### config.mk
export PLATFORM = sky130hd
export DESIGN_NAME = bus_load_unit
export DESIGN_NICKNAME = d
export VERILOG_FILES = /design/src/rtl/bus_load_unit.sv
export SDC_FILE = /design/constraint.sdc
export NUM_CORES = 1
export LEC_CHECK = 0
export BUFFER_PORTS_ARGS = -buffer_cell sky130_fd_sc_hd__buf_2
export CAP_MARGIN = 20
export CELL_PAD_IN_SITES_DETAIL_PLACEMENT = 0
export CELL_PAD_IN_SITES_GLOBAL_PLACEMENT = 1
export CORE_MARGIN = 4
export CORE_UTILIZATION = 45
export DETAILED_ROUTE_END_ITERATION = 16
export MAX_ROUTING_LAYER = met4
export PLACE_DENSITY_LB_ADDON = 0.05
export SYNTH_ARGS = -nofsm -noshare
export SYNTH_HDL_FRONTEND = slang
export SYNTH_SLANG_ARGS = --single-unit
### constraint.sdc
create_clock -name clk -period 3.2 [get_ports clk]
set_clock_uncertainty 0.1 [all_clocks]
set_input_delay 0.32 -clock clk [delete_from_list [all_inputs] [get_ports clk]]
set_output_delay 0.32 -clock clk [all_outputs]
set_load 0.02 [all_outputs]
### src/rtl/bus_load_unit.sv
// Destination side of the shared data bus: architectural registers, increments and a DRAM write requester.
// Optional macro BUS_ERR_CHK_EN: suppress multi-destination loads and flag them on sel_err.
module bus_load_unit #(
  parameter int DATA_W     = 16,
  parameter int WR_TIMEOUT = 15
) (
  input  logic              clk,
  input  logic              rst_n,
  input  logic [DATA_W-1:0] bus_data,
  input  logic [7:0]        load_ctrl,
  input  logic [2:0]        inc_ctrl,
  input  logic              clr_status,
  input  logic              dram_ack,
  output logic [DATA_W-1:0] r,
  output logic [DATA_W-1:0] ar,
  output logic [DATA_W-1:0] dr,
  output logic [DATA_W-1:0] ac,
  output logic [DATA_W-1:0] pc,
  output logic [DATA_W-1:0] ir,
  output logic              dram_req,
  output logic [DATA_W-1:0] dram_waddr,
  output logic [DATA_W-1:0] dram_wdata,
  output logic              busy,
  output logic              wr_drop,
  output logic              wr_timeout,
  output logic              sel_err
);

  localparam logic [7:0] TO_LAST = 8'(WR_TIMEOUT - 1);

  typedef enum logic {IDLE, REQ} state_t;

  state_t      state_q, state_d;
  logic [7:0]  cnt_q, cnt_d;
  logic [6:0]  sel_eff;
  logic        wr_start, drop_set, to_set;
  logic        unused_bits;

  assign unused_bits = load_ctrl[7];

  function automatic logic [DATA_W-1:0] wrap_inc(input logic [DATA_W-1:0] v);
    return v + DATA_W'(1);
  endfunction

`ifdef BUS_ERR_CHK_EN
  logic multi_sel;

  assign multi_sel = |(load_ctrl[6:0] & (load_ctrl[6:0] - 7'd1));
  assign sel_eff   = multi_sel ? 7'd0 : load_ctrl[6:0];

  always_ff @(posedge clk or negedge rst_n) begin
    if (!rst_n) sel_err <= 1'b0;
    else        sel_err <= multi_sel | (sel_err & ~clr_status);
  end
`else
  assign sel_eff = load_ctrl[6:0];
  assign sel_err = 1'b0;
`endif

  // Register file: a load takes priority over an increment of the same register
  always_ff @(posedge clk or negedge rst_n) begin
    if (!rst_n) begin
      r  <= '0;
      ar <= '0;
      dr <= '0;
      ac <= '0;
      pc <= '0;
      ir <= '0;
    end else begin
      if (sel_eff[0])      r <= bus_data;
      else if (inc_ctrl[2]) r <= wrap_inc(r);
      if (sel_eff[1])      ar <= bus_data;
      else if (inc_ctrl[0]) ar <= wrap_inc(ar);
      if (sel_eff[2])      dr <= bus_data;
      if (sel_eff[3])      ac <= bus_data;
      if (sel_eff[4])      pc <= bus_data;
      else if (inc_ctrl[1]) pc <= wrap_inc(pc);
      if (sel_eff[5])      ir <= bus_data;
    end
  end

  // Write FSM: REQ lasts until ack or WR_TIMEOUT cycles have elapsed
  always_comb begin
    state_d  = state_q;
    cnt_d    = cnt_q;
    wr_start = 1'b0;
    drop_set = 1'b0;
    to_set   = 1'b0;
    case (state_q)
      IDLE: begin
        if (sel_eff[6]) begin
          state_d  = REQ;
          cnt_d    = 8'd0;
          wr_start = 1'b1;
        end
      end
      REQ: begin
        drop_set = sel_eff[6];
        if (dram_ack) begin
          state_d = IDLE;
          cnt_d   = 8'd0;
        end else if (cnt_q == TO_LAST) begin
          state_d = IDLE;
          cnt_d   = 8'd0;
          to_set  = 1'b1;
        end else begin
          cnt_d = cnt_q + 8'd1;
        end
      end
      default: state_d = IDLE;
    endcase
  end

  always_ff @(posedge clk or negedge rst_n) begin
    if (!rst_n) begin
      state_q    <= IDLE;
      cnt_q      <= 8'd0;
      dram_waddr <= '0;
      dram_wdata <= '0;
      wr_drop    <= 1'b0;
      wr_timeout <= 1'b0;
    end else begin
      state_q    <= state_d;
      cnt_q      <= cnt_d;
      wr_drop    <= drop_set | (wr_drop & ~clr_status);
      wr_timeout <= to_set | (wr_timeout & ~clr_status);
      if (wr_start) begin
        dram_waddr <= ar;
        dram_wdata <= bus_data;
      end
    end
  end

  // Request is decoded from the state so an async reset drops it at once
  assign dram_req = (state_q == REQ);
  assign busy     = (state_q == REQ);

endmodule

==> impl_metrics.env <==
export IMPL_total_power_mw=5.31
export IMPL_grt_overflow=0
export IMPL_via_per_inst=5.29
export IMPL_die_y_um=126
export IMPL_ys_seq_elements=139
export IMPL_fp_row_count=43
export IMPL_grt_max_degree=90
export IMPL_nFillCells=1218
export IMPL_cts_resized=0
export IMPL_die_w_um=126
export IMPL_cp_arrival_ps=2010
export IMPL_status="complete, no violations"
export IMPL_rsz0062_at_grt="no"
export IMPL_tightest_slew_ps=894
export IMPL_slew_headroom=0.404
export IMPL_hold_violations=0
export IMPL_area_growth_pct=25.1
export IMPL_htree_levels=4
export IMPL_cp_max_fo=35
export IMPL_synthSimpleGateAreaFrac=0.145
export IMPL_hold_slack_ps=71.6
export IMPL_crit_chain="nand2b_2, mux2_2"
export IMPL_antenna_found_initial=0
export IMPL_grt_use_total=0.216
export IMPL_synth_top_area_cell="dfrtp_1"
export IMPL_final_cells=883
export IMPL_clock_sinks=139
export IMPL_wire_per_inst_um=18.3
export IMPL_synth_cell_type_count=42
export IMPL_drive_above_1_share=0.431
export IMPL_synth_cells=532
export IMPL_antenna_cells=0
export IMPL_synth_area_top_cells="dfrtp_1, mux2_2, nand2_1, xnor2_1, o21ai_0"
export IMPL_layout_commonest_cell="buf_2"
export IMPL_crit_type="reg2reg"
export IMPL_core_area_sq_mm=0.0138
export IMPL_drt_iter0_drc=270
export IMPL_critPathMaxStageDelay_ps=740
export IMPL_initial_core_util=0.457
export IMPL_cp_end_kind="register"
export IMPL_nNetsFinal=727
export IMPL_synth_mux_area_frac=0.150
export IMPL_cts_tree="built"
export IMPL_gp_congestion=0.822
export IMPL_startpoint_type="register"
export IMPL_synthArstFlopShare=1.00
export IMPL_synth_top_family_by_area="multiplexers"
export IMPL_syn_avg_cell_area_sq_um=11.9
export IMPL_root_buffer="clkbuf_16"
export IMPL_clk_pin_slew_worst_paths_ps=60
export IMPL_via_count=4671
export IMPL_drt_pass1_iterations=4
export IMPL_synth_seq_area_share=0.551
export IMPL_synth_edf_count=0
export IMPL_fmax_mhz=552
export IMPL_min_path_type="in2reg"
export IMPL_dp_cells=850
export IMPL_slew_violations=0
export IMPL_grt_pass1_vias=4806
export IMPL_synth_main_ff_cell="dfrtp_1"
export IMPL_syn_nets=568
export IMPL_power_density_mw_per_mm2=672
export IMPL_drtAntennaViolNets=0
export IMPL_synth_compound_gate_area_share=0.0640
export IMPL_fin_crit_ps=1810
export IMPL_routed_wl_mm=16.1
export IMPL_dieArea_sq_mm=0.0160
export IMPL_crit_slowest_cell="nand2b_2"
export IMPL_synth_top_area_share=0.551
export IMPL_setup_tns_ps=0
export IMPL_path_delay_family="simple AND/OR/NAND/NOR gates"
export IMPL_synthXorXnorAreaFrac=0.0527
export IMPL_layout_common_cells="buf_2, dfrtp_1, mux2_2, nand2_1, o21ai_0"
export IMPL_grt_pass1_wl_mm=26.0
export IMPL_crit_required_ps=3400
export IMPL_power_leakage_nw=3.52
export IMPL_drc=0
export IMPL_io_pins=164
export IMPL_peakVddDrop_mv=0.397
export IMPL_synthAdderAreaFrac=0.00991
export IMPL_numCtsBuffers=17
export IMPL_dp_hpwl_mm=11.4
export IMPL_port_buffers=161
export IMPL_yosysWarnings=0
export IMPL_post_cts_buffers=0
export IMPL_path_buf_inv=0
export IMPL_syn_area_sq_mm=0.00631
export IMPL_maxCapViolCount=0
export IMPL_clk_latency_ps=420
export IMPL_clk_path_buf_depth=2
export IMPL_setup_viol_count_final=0
export IMPL_fin_crit_sh=0.567
[path summary, 6_finish.rpt]
| path | endpoint | slack [ps] | start | cells past startpoint |
|---|---|---|---|---|
| max | dram_wdata[9] | 1390 | busy | 2 |
| min | wr_drop | 70 | load_ctrl[6] | 3 |
| max reg2reg | dram_wdata[9] | 1390 | busy | 2 |
| min reg2reg | dram_waddr[6] | 380 | dram_waddr[6] | 2 |
| max in group asynchronous | dram_wdata[9] | 1670 | rst_n | 3 |
| min in group asynchronous | cnt_q[7] | 400 | rst_n | 2 |
[where the power goes]
part           total (mW)  switching, mW  internal, mW
registers            2.18          0.192          1.99
logic                1.05          0.651         0.399
clock network        2.07          0.735          1.34
total                5.31           1.58          3.73
[what timing repair did]
action                                  CTS  global route
hold buffers                              2             0
endpoints found under the setup margin    0             0
endpoints found under the hold margin    88             0
[cell families (layout without fill, tap and decap cells)]
kind of cell,after synthesis,count (layout)
simple gates,157,157
flops,139,139
mux,85,85
compound gates,69,69
xor+xnor,38,38
buf+inv,38,209
fa+ha+maj,5,5
other cells,1,1
[routing by layer]
layer / routed length, um / GRT usage / up-vias
met5: 0 / - / -
met1: 7400 / 0.289 / 2346
met4: 258 / 0.0644 / 0
li1: - / - / 2176
met2: 7420 / 0.316 / 128
met3: 1070 / 0.0691 / 21
[flip-flops by register name, indices dropped and copies added, names as in the netlist]
name / flops
dram_waddr: 16
dram_wdata: 16
pc: 16
busy: 1
r: 16
cnt_q: 8
dr: 16
wr_drop: 1
ir: 16
wr_timeout: 1
ac: 16
ar: 16
[through the flow]
stage,setup WS (ps),instance area [sq um],util
after detailed placement,1370,7250,0.525
after CTS,1370,7900,0.571
final,1390,7900,0.571
after global routing,1290,7900,0.571
after global placement,1410,7250,0.525
after floorplan,1460,6310,-
[cell type report]
| cell class | count | area, sq um | area share |
|---|---|---|---|
| Sequential cell | 139 | 3480 | 0.440 |
| Multi-Input combinational cell | 355 | 2670 | 0.338 |
| Timing Repair Buffer | 166 | 855 | 0.108 |
| Clock buffer | 19 | 453 | 0.0574 |
| Tap cell | 180 | 225 | 0.0285 |
| Clock inverter | 12 | 170 | 0.0215 |
| Inverter | 12 | 45.0 | 0.00570 |
[worst min-delay path: stages]
cell	delay [ps]
buf_2	110
nand2_1	50
o21ai_0	60
[Yosys cell counts, drive strengths merged, types with 3 or more instances]
library cell,number
a21o,4
a31o,3
a31oi,6
buf,12
clkbuf,14
dfrtp,139
ha,5
inv,12
mux2,78
mux2i,7
nand2,68
nand2b,3
nand3,19
nand4,16
nor2,14
nor2b,3
nor3,10
nor4,18
o21ai,50
xnor2,28
xor2,10
Note: power is estimated with default switching activity, not from simulation.
